File: config.mk
export PLATFORM = sky130hd
export DESIGN_NAME = uart_mmio_responder
export DESIGN_NICKNAME = d
export VERILOG_FILES = /design/src/rtl/uart_pkg.sv /design/src/rtl/uart_fifo.sv /design/src/rtl/uart_mmio_responder.sv
export SDC_FILE = /design/constraint.sdc
export NUM_CORES = 1
export LEC_CHECK = 0
export ABC_AREA = 1
export CAP_MARGIN = 10
export CORE_MARGIN = 2
export CORE_UTILIZATION = 55
export CTS_CLUSTER_DIAMETER = 50
export DETAILED_ROUTE_END_ITERATION = 10
export HOLD_SLACK_MARGIN = 0.05
export PLACE_DENSITY = 0.76
export SLEW_MARGIN = 15
export SYNTH_ARGS = -nofsm -noshare
export SYNTH_HDL_FRONTEND = slang
export SYNTH_SLANG_ARGS = --single-unit
export TNS_END_PERCENT = 100
File: constraint.sdc
create_clock -name clk -period 5.8 [get_ports clk]
set_clock_uncertainty 0.2 [all_clocks]
set_input_delay 0.58 -clock clk [delete_from_list [all_inputs] [get_ports clk]]
set_output_delay 0.58 -clock clk [all_outputs]
set_load 0.05 [all_outputs]
File: src/rtl/uart_pkg.sv
// Shared types and constants for the UART MMIO responder.
// Holds the TX/RX FSM state enums, the register offsets inside the UART
// window, and the bit positions of the STATUS register.
package uart_pkg;

  typedef enum logic [1:0] {
    TX_IDLE,
    TX_START,
    TX_DATA,
    TX_STOP
  } tx_state_t;

  typedef enum logic [1:0] {
    RX_IDLE,
    RX_START,
    RX_DATA,
    RX_STOP
  } rx_state_t;

  localparam logic [2:0] ADDR_DATA   = 3'd0;
  localparam logic [2:0] ADDR_STATUS = 3'd4;

  // STATUS = {4'b0, frame_err, rx_overrun, tx_full, rx_data_present}
  localparam int STAT_RX_PRESENT = 0;
  localparam int STAT_TX_FULL    = 1;
  localparam int STAT_RX_OVERRUN = 2;
  localparam int STAT_FRAME_ERR  = 3;

endpackage

File: src/rtl/uart_fifo.sv
// Synchronous FIFO used for both the TX and RX byte queues.
// Ports:
//   clk, rst        system clock, synchronous active-high reset
//   push, din       write request and data (ignored while full unless a pop
//                   happens in the same cycle)
//   pop             read request (ignored while empty)
//   head            entry at the read pointer, valid while !empty
//   full, empty     occupancy flags, derived from registered pointers only
module uart_fifo #(
  parameter int WIDTH = 8,
  parameter int DEPTH = 16
) (
  input  logic             clk,
  input  logic             rst,
  input  logic             push,
  input  logic [WIDTH-1:0] din,
  input  logic             pop,
  output logic [WIDTH-1:0] head,
  output logic             full,
  output logic             empty
);

  localparam int AW = (DEPTH > 1) ? $clog2(DEPTH) : 1;

  logic [WIDTH-1:0] mem [DEPTH];
  // Extra MSB on each pointer separates full (MSBs differ) from empty.
  logic [AW:0]      wr_ptr;
  logic [AW:0]      rd_ptr;
  logic             do_push;
  logic             do_pop;

  assign empty   = (wr_ptr == rd_ptr);
  assign full    = (wr_ptr[AW] != rd_ptr[AW]) && (wr_ptr[AW-1:0] == rd_ptr[AW-1:0]);
  assign do_pop  = pop && !empty;
  // A simultaneous pop frees the slot, so a push on a full FIFO still lands.
  assign do_push = push && (!full || do_pop);
  assign head    = mem[rd_ptr[AW-1:0]];

  always_ff @(posedge clk) begin
    if (rst) begin
      wr_ptr <= '0;
      rd_ptr <= '0;
    end else begin
      if (do_push) wr_ptr <= wr_ptr + 1'b1;
      if (do_pop)  rd_ptr <= rd_ptr + 1'b1;
    end
  end

  always_ff @(posedge clk) begin
    if (do_push) mem[wr_ptr[AW-1:0]] <= din;
  end

endmodule

File: src/rtl/uart_mmio_responder.sv
// Memory-mapped 8N1 UART with TX and RX FIFOs.
// Ports:
//   clk, rst          system clock, synchronous active-high reset
//   tx_wen, rx_ren    bus write / read strobes, already decoded to this window
//   uart_addr         byte offset: 0 = DATA, 4 = STATUS, others read as 0
//   uart_din          write data (DATA writes push into the TX FIFO)
//   uart_dout         read data, combinational so it is valid with the strobe
//   rx                asynchronous serial input
//   tx                serial output, LSB first
//   tx_full           TX FIFO full
//   rx_data_present   RX FIFO not empty
//
// TX FSM:  IDLE  | line high, waiting for a queued byte
//          START | start bit (0) for BAUD_DIV cycles
//          DATA  | 8 data bits, LSB first
//          STOP  | stop bit (1); chains straight into START if more queued
// RX FSM:  IDLE  | waiting for a low level on the synchronized line
//          START | confirm start at mid-bit (8 ticks), else treat as glitch
//          DATA  | sample 8 bits every 16 ticks
//          STOP  | sample stop bit; 1 pushes the byte, 0 flags frame_err
module uart_mmio_responder
  import uart_pkg::*;
#(
  parameter int BAUD_DIV   = 868,
  parameter int FIFO_DEPTH = 16
) (
  input  logic       clk,
  input  logic       rst,
  input  logic       tx_wen,
  input  logic       rx_ren,
  input  logic [2:0] uart_addr,
  input  logic [7:0] uart_din,
  output logic [7:0] uart_dout,
  input  logic       rx,
  output logic       tx,
  output logic       tx_full,
  output logic       rx_data_present
);

  localparam int CW       = $clog2(BAUD_DIV);
  localparam int TICK_DIV = BAUD_DIV / 16;
  localparam int TW       = (TICK_DIV > 1) ? $clog2(TICK_DIV) : 1;
  localparam logic [CW-1:0] BAUD_LAST = CW'(BAUD_DIV - 1);
  localparam logic [TW-1:0] TICK_LAST = TW'(TICK_DIV - 1);

  // ---------------- bus decode ----------------
  logic       tx_empty, rx_empty, rx_full;
  logic [7:0] tx_head, rx_head;
  logic       tx_pop, rx_push, rx_pop;
  logic       frame_err, rx_overrun, set_fe, set_ov, status_clr;

  assign rx_pop     = rx_ren && (uart_addr == ADDR_DATA) && !rx_empty;
  assign status_clr = rx_ren && (uart_addr == ADDR_STATUS);
  assign set_ov     = rx_push && rx_full && !rx_pop;
  assign rx_data_present = !rx_empty;

  always_comb begin
    uart_dout = 8'h00;
    case (uart_addr)
      ADDR_DATA:   if (!rx_empty) uart_dout = rx_head;
      ADDR_STATUS: uart_dout = {4'b0, frame_err, rx_overrun, tx_full, rx_data_present};
      default:     uart_dout = 8'h00;
    endcase
  end

  // A set in the same cycle as a STATUS-read clear wins.
  always_ff @(posedge clk) begin
    if (rst) begin
      frame_err  <= 1'b0;
      rx_overrun <= 1'b0;
    end else begin
      if (set_fe)          frame_err  <= 1'b1;
      else if (status_clr) frame_err  <= 1'b0;
      if (set_ov)          rx_overrun <= 1'b1;
      else if (status_clr) rx_overrun <= 1'b0;
    end
  end

  uart_fifo #(.WIDTH(8), .DEPTH(FIFO_DEPTH)) u_tx_fifo (
    .clk   (clk),
    .rst   (rst),
    .push  (tx_wen && (uart_addr == ADDR_DATA)),
    .din   (uart_din),
    .pop   (tx_pop),
    .head  (tx_head),
    .full  (tx_full),
    .empty (tx_empty)
  );

  // ---------------- transmitter ----------------
  tx_state_t      tx_state, tx_state_nx;
  logic [CW-1:0]  tx_cnt, tx_cnt_nx;
  logic [7:0]     tx_shift, tx_shift_nx;
  logic [2:0]     tx_bit, tx_bit_nx;
  logic           tx_line, tx_line_nx;

  always_ff @(posedge clk) begin
    if (rst) begin
      tx_state <= TX_IDLE;
      tx_cnt   <= '0;
      tx_shift <= '0;
      tx_bit   <= '0;
      tx_line  <= 1'b1;
    end else begin
      tx_state <= tx_state_nx;
      tx_cnt   <= tx_cnt_nx;
      tx_shift <= tx_shift_nx;
      tx_bit   <= tx_bit_nx;
      tx_line  <= tx_line_nx;
    end
  end

  always_comb begin
    tx_state_nx = tx_state;
    tx_cnt_nx   = tx_cnt;
    tx_shift_nx = tx_shift;
    tx_bit_nx   = tx_bit;
    tx_pop      = 1'b0;
    tx_line_nx  = 1'b1;
    case (tx_state)
      TX_IDLE: begin
        if (!tx_empty) begin
          tx_pop      = 1'b1;
          tx_shift_nx = tx_head;
          tx_cnt_nx   = BAUD_LAST;
          tx_state_nx = TX_START;
        end
      end
      TX_START: begin
        if (tx_cnt == '0) begin
          tx_cnt_nx   = BAUD_LAST;
          tx_bit_nx   = 3'd0;
          tx_state_nx = TX_DATA;
        end else tx_cnt_nx = tx_cnt - 1'b1;
      end
      TX_DATA: begin
        if (tx_cnt == '0) begin
          tx_cnt_nx   = BAUD_LAST;
          tx_shift_nx = {1'b0, tx_shift[7:1]};
          tx_bit_nx   = tx_bit + 3'd1;
          if (tx_bit == 3'd7) tx_state_nx = TX_STOP;
        end else tx_cnt_nx = tx_cnt - 1'b1;
      end
      TX_STOP: begin
        if (tx_cnt == '0) begin
          // Chain the next byte directly so back-to-back frames have no gap.
          if (!tx_empty) begin
            tx_pop      = 1'b1;
            tx_shift_nx = tx_head;
            tx_cnt_nx   = BAUD_LAST;
            tx_state_nx = TX_START;
          end else tx_state_nx = TX_IDLE;
        end else tx_cnt_nx = tx_cnt - 1'b1;
      end
      default: tx_state_nx = TX_IDLE;
    endcase
    // Line level is registered from the next state so tx never glitches.
    case (tx_state_nx)
      TX_START: tx_line_nx = 1'b0;
      TX_DATA:  tx_line_nx = tx_shift_nx[0];
      default:  tx_line_nx = 1'b1;
    endcase
  end

  assign tx = tx_line;

  // ---------------- receiver ----------------
  logic           rx_s1, rx_s2;
  logic [TW-1:0]  tick_cnt;
  logic           tick;
  rx_state_t      rx_state, rx_state_nx;
  logic [3:0]     rx_samp, rx_samp_nx;
  logic [2:0]     rx_bit, rx_bit_nx;
  logic [7:0]     rx_shift, rx_shift_nx;

  assign tick = (tick_cnt == '0);

  always_ff @(posedge clk) begin
    if (rst) begin
      rx_s1    <= 1'b1;
      rx_s2    <= 1'b1;
      tick_cnt <= '0;
      rx_state <= RX_IDLE;
      rx_samp  <= '0;
      rx_bit   <= '0;
      rx_shift <= '0;
    end else begin
      rx_s1    <= rx;
      rx_s2    <= rx_s1;
      tick_cnt <= tick ? TICK_LAST : tick_cnt - 1'b1;
      rx_state <= rx_state_nx;
      rx_samp  <= rx_samp_nx;
      rx_bit   <= rx_bit_nx;
      rx_shift <= rx_shift_nx;
    end
  end

  always_comb begin
    rx_state_nx = rx_state;
    rx_samp_nx  = rx_samp;
    rx_bit_nx   = rx_bit;
    rx_shift_nx = rx_shift;
    rx_push     = 1'b0;
    set_fe      = 1'b0;
    case (rx_state)
      RX_IDLE: begin
        if (!rx_s2) begin
          rx_samp_nx  = 4'd7;
          rx_state_nx = RX_START;
        end
      end
      RX_START: begin
        if (tick) begin
          if (rx_samp == 4'd0) begin
            rx_samp_nx  = 4'd15;
            rx_bit_nx   = 3'd0;
            rx_state_nx = rx_s2 ? RX_IDLE : RX_DATA;
          end else rx_samp_nx = rx_samp - 4'd1;
        end
      end
      RX_DATA: begin
        if (tick) begin
          if (rx_samp == 4'd0) begin
            rx_shift_nx = {rx_s2, rx_shift[7:1]};
            rx_samp_nx  = 4'd15;
            rx_bit_nx   = rx_bit + 3'd1;
            if (rx_bit == 3'd7) rx_state_nx = RX_STOP;
          end else rx_samp_nx = rx_samp - 4'd1;
        end
      end
      RX_STOP: begin
        if (tick) begin
          if (rx_samp == 4'd0) begin
            rx_push     = rx_s2;
            set_fe      = !rx_s2;
            rx_state_nx = RX_IDLE;
          end else rx_samp_nx = rx_samp - 4'd1;
        end
      end
      default: rx_state_nx = RX_IDLE;
    endcase
  end

  uart_fifo #(.WIDTH(8), .DEPTH(FIFO_DEPTH)) u_rx_fifo (
    .clk   (clk),
    .rst   (rst),
    .push  (rx_push),
    .din   (rx_shift),
    .pop   (rx_pop),
    .head  (rx_head),
    .full  (rx_full),
    .empty (rx_empty)
  );

endmodule
==> flow_summary.ini <==
[route]
final_antenna_net_count = 0
wl_microns = 31000
wl_per_cell_microns = 17.8
drt_iter0_markers = 1065
drc = 0
vias = 10100
dr.pass1.iters = 8
via_per_inst = 5.79

[cts]
hold_buffers = 0
cts_resized = 0
cts-root-buf = clkbuf_16
cts_setup_buffers = 0
clkLatencyLatePin_ps = 530
h-tree-depth = 2
cts_buffer_depth = 3
cts_made_buffers = 35
path_clk_slew_ps = 60
clock_sinks = 335
cts_tree = built

[synth]
synth_top_area_share_pct = 53.4
synth.most_common_cell = edfxtp_1
yosysWarningCount = 0
synth-simple-area-share_pct = 16.6
synth_top_family_by_area = simple AND/OR/NAND/NOR gates
synthesis.area_sq_um = 14400
synth_edf_count = 256
yosysTopAreaCell = edfxtp_1
ys_types = 47
synthFlopType = edfxtp_1
synth_nets = 1424
yosys_register_bits = 335
synthAdderAreaFrac_pct = 2.52
synth_commonest_cells = 256 x edfxtp_1, 224 x nor2_1, 191 x nand2_1
ys_seq_area_share_pct = 64.3
synthMuxAreaShare_pct = 0
synthArstFlopShare_pct = 0
syn_inst = 1379
synth_compound_area_share_pct = 11.0
synthXorXnorAreaFrac_pct = 1.34
synth_area_leaders = edfxtp_1 53%, dfxtp_1 11%, nor2_1 5.8%, o21ai_0 5.4%, nand2_1 5.0%
syn_avg_cell_area_sq_um = 10.4

[worst_setup_path]
r2r_cells = 8
worstSetupStartpointType = flop
crit_fanout = 35
required_ps = 5020
critPathCapture = uart_dout[1]
r2r_setup_slack_ps = 2610
reg2reg_from = tick_cnt[0]$_SDFF_PP0_
crit_path_end_kind = output pin
crit_type = reg2out
crit_path_max_incr_delay_ps = 800
crit_path_cell_trace = buf_4 > inv_1 > o21ai_0 > o22ai_1 > nand2_1 > nand3_1 > nand3_1 > nand2_1 > clkdlybuf4s50_1
crit_arrival_ps = 3500
r2r-end = u_rx_fifo.mem[3][5]$_DFFE_PP_
crit_slowest_cell = clkdlybuf4s50_1

[grt]
use_met1_pct = 30.3
antenna_found_initial = 0
grt_pass1_wl_microns = 49700
grt.total_usage_pct = 22.3
grt_max_degree = 66
met2_usage_pct = 36.4
grt.overflow.total = 0
grt_pass1_vias = 9587
met3_usage_pct = 3.62
top_usage_layer = met2

[placement]
io_buffer_count = 26
dpl-instance-area_sq_um = 14900
gp_congestion = 0.841
hpwl_microns = 19100

[final_layout]
drive_above_1_share_pct = 6.95
fin_area_sq_um = 16000
register_area_sq_um = 9270
num_antenna_cells = 0
multi_input_area_sq_um = 4540
finish.net_count = 1431
syn_to_final_growth_pct = 11.1
utilization_pct = 61.8
n_fill_cell = 1988

[die]
initial_core_util_pct = 55.6
io_pins = 27
die_w_microns = 166
core_sq_um = 25900
die-area_sq_um = 27500
rows = 59
fp.dieH_microns = 166

[power_and_ir_drop]
leakage_nw = 5.75
p_switching_w = 0.00170
switching_share_pct = 28.6
p_int_w = 0.00423
power.total_w = 0.00592
pwr-share-clk_pct = 37.0
power_density_nw_per_um2 = 370
pwr-share-seq_pct = 45.5
ir_drop_mv = 0.227
combPwrFrac_pct = 17.6

[sta]
tightest_slew_ps = 1140
slew_viol_final = 0
setup_viol_count_final = 0
slew_headroom_pct = 23.4
period_needed_ps = 4280
rsz0062_at_grt = false
post-route-period-util_pct = 73.8
timing.hold.ws_ps = 224
setup_tns_ps = 0
hold_viol = 0
fmax_mhz = 234

[flow_run]
cap_violations = 0

[status]
status = finished, final reports clean

[hold_path]
min_path_type = reg2reg
[critical path, delay by kind of cell (launching register included)]
kind,cells,cell delay [ps]
simple gates,4,470
compound gates,2,470
flops,1,300
buf+inv,3,1710
[metrics by stage]
stage,std cells,worst slack [ps]
floorplan,1379,2680
global placement,1684,2230
detailed placement,1684,2160
CTS,1746,1580
global route,1746,1370
finish,1746,1520
[final cells by class]
class	count	area share, %
Sequential cell	335	57.9
Multi-Input combinational cell	892	28.4
Clock buffer	36	5.50
Tap cell	335	2.62
Inverter	91	2.15
Timing Repair Buffer	31	1.83
Clock inverter	26	1.58
[layer usage]
| metal | vias up | wire length (microns) |
|---|---|---|
| met5 | - | 0 |
| met4 | 0 | 921 |
| met3 | 68 | 2120 |
| met2 | 405 | 15000 |
| met1 | 4819 | 13000 |
| li1 | 4822 | - |
[power by group through the flow]
stage          clock (W)  combinational, W  sequential (W)
2_1_floorplan          0          0.000796         0.00274
3_3_place_gp           0          0.000998         0.00274
3_5_place_dp           0           0.00103         0.00274
4_1_cts          0.00221           0.00104         0.00269
5_1_grt          0.00230           0.00117         0.00270
6_report         0.00219           0.00104         0.00269
[how the worst min path moves through the flow]
stage | from | end | cells past startpoint | slack, ps
floorplan | rx_s1$_SDFF_PP1_ | rx_s2$_SDFF_PP1_ | 1 | 190
global placement | rx_s1$_SDFF_PP1_ | rx_s2$_SDFF_PP1_ | 1 | 200
detailed placement | rx_s1$_SDFF_PP1_ | rx_s2$_SDFF_PP1_ | 1 | 210
CTS | rx_s1$_SDFF_PP1_ | rx_s2$_SDFF_PP1_ | 1 | 220
global route | rx_s1$_SDFF_PP1_ | rx_s2$_SDFF_PP1_ | 1 | 240
finish | rx_s1$_SDFF_PP1_ | rx_s2$_SDFF_PP1_ | 1 | 220
[sequential cells by signal (all words and copies together) (netlist names), named ones only]
name              cells
tx                    1
tx_cnt               10
rx_s2                 1
u_rx_fifo.wr_ptr      5
rx_samp               4
tx_shift              8
rx_bit                3
rx_overrun            1
rx_state              1
tick_cnt              6
u_rx_fifo.mem       128
rx_shift              8
tx_bit                3
rx_s1                 1
frame_err             1
u_tx_fifo.wr_ptr      5
tx_state              2
u_rx_fifo.rd_ptr      5
u_tx_fifo.rd_ptr      5
u_tx_fifo.mem       128
[cells in the final DEF, fill, tap and decap left out, drive strengths merged, types with 3 or more instances in the layout]
cell type,synthesis,routed
o211ai,13,13
xor2,13,13
o22ai,8,8
xnor2,9,9
nand4,6,6
nor3,10,10
clkdlybuf4s50,0,25
a21oi,63,63
bufinv,0,3
clkbuf,44,36
dfxtp,79,79
o21ai,160,160
ha,29,29
a211oi,4,4
nand3,102,102
or2,7,7
clkinv,2,21
o221ai,23,23
inv,89,92
buf,17,6
edfxtp,256,256
nor2,229,229
nand2,201,201
a31oi,3,3
[cells by family after synthesis]
family | count (synthesis)
adder cells (fa/ha/maj) | 29
AO/OA/AOI/OAI | 282
XOR/XNOR | 22
AND/OR/NAND/NOR | 559
flip-flops | 335
buffers and inverters | 152
No activity file was read; power rests on OpenSTA's default activity.
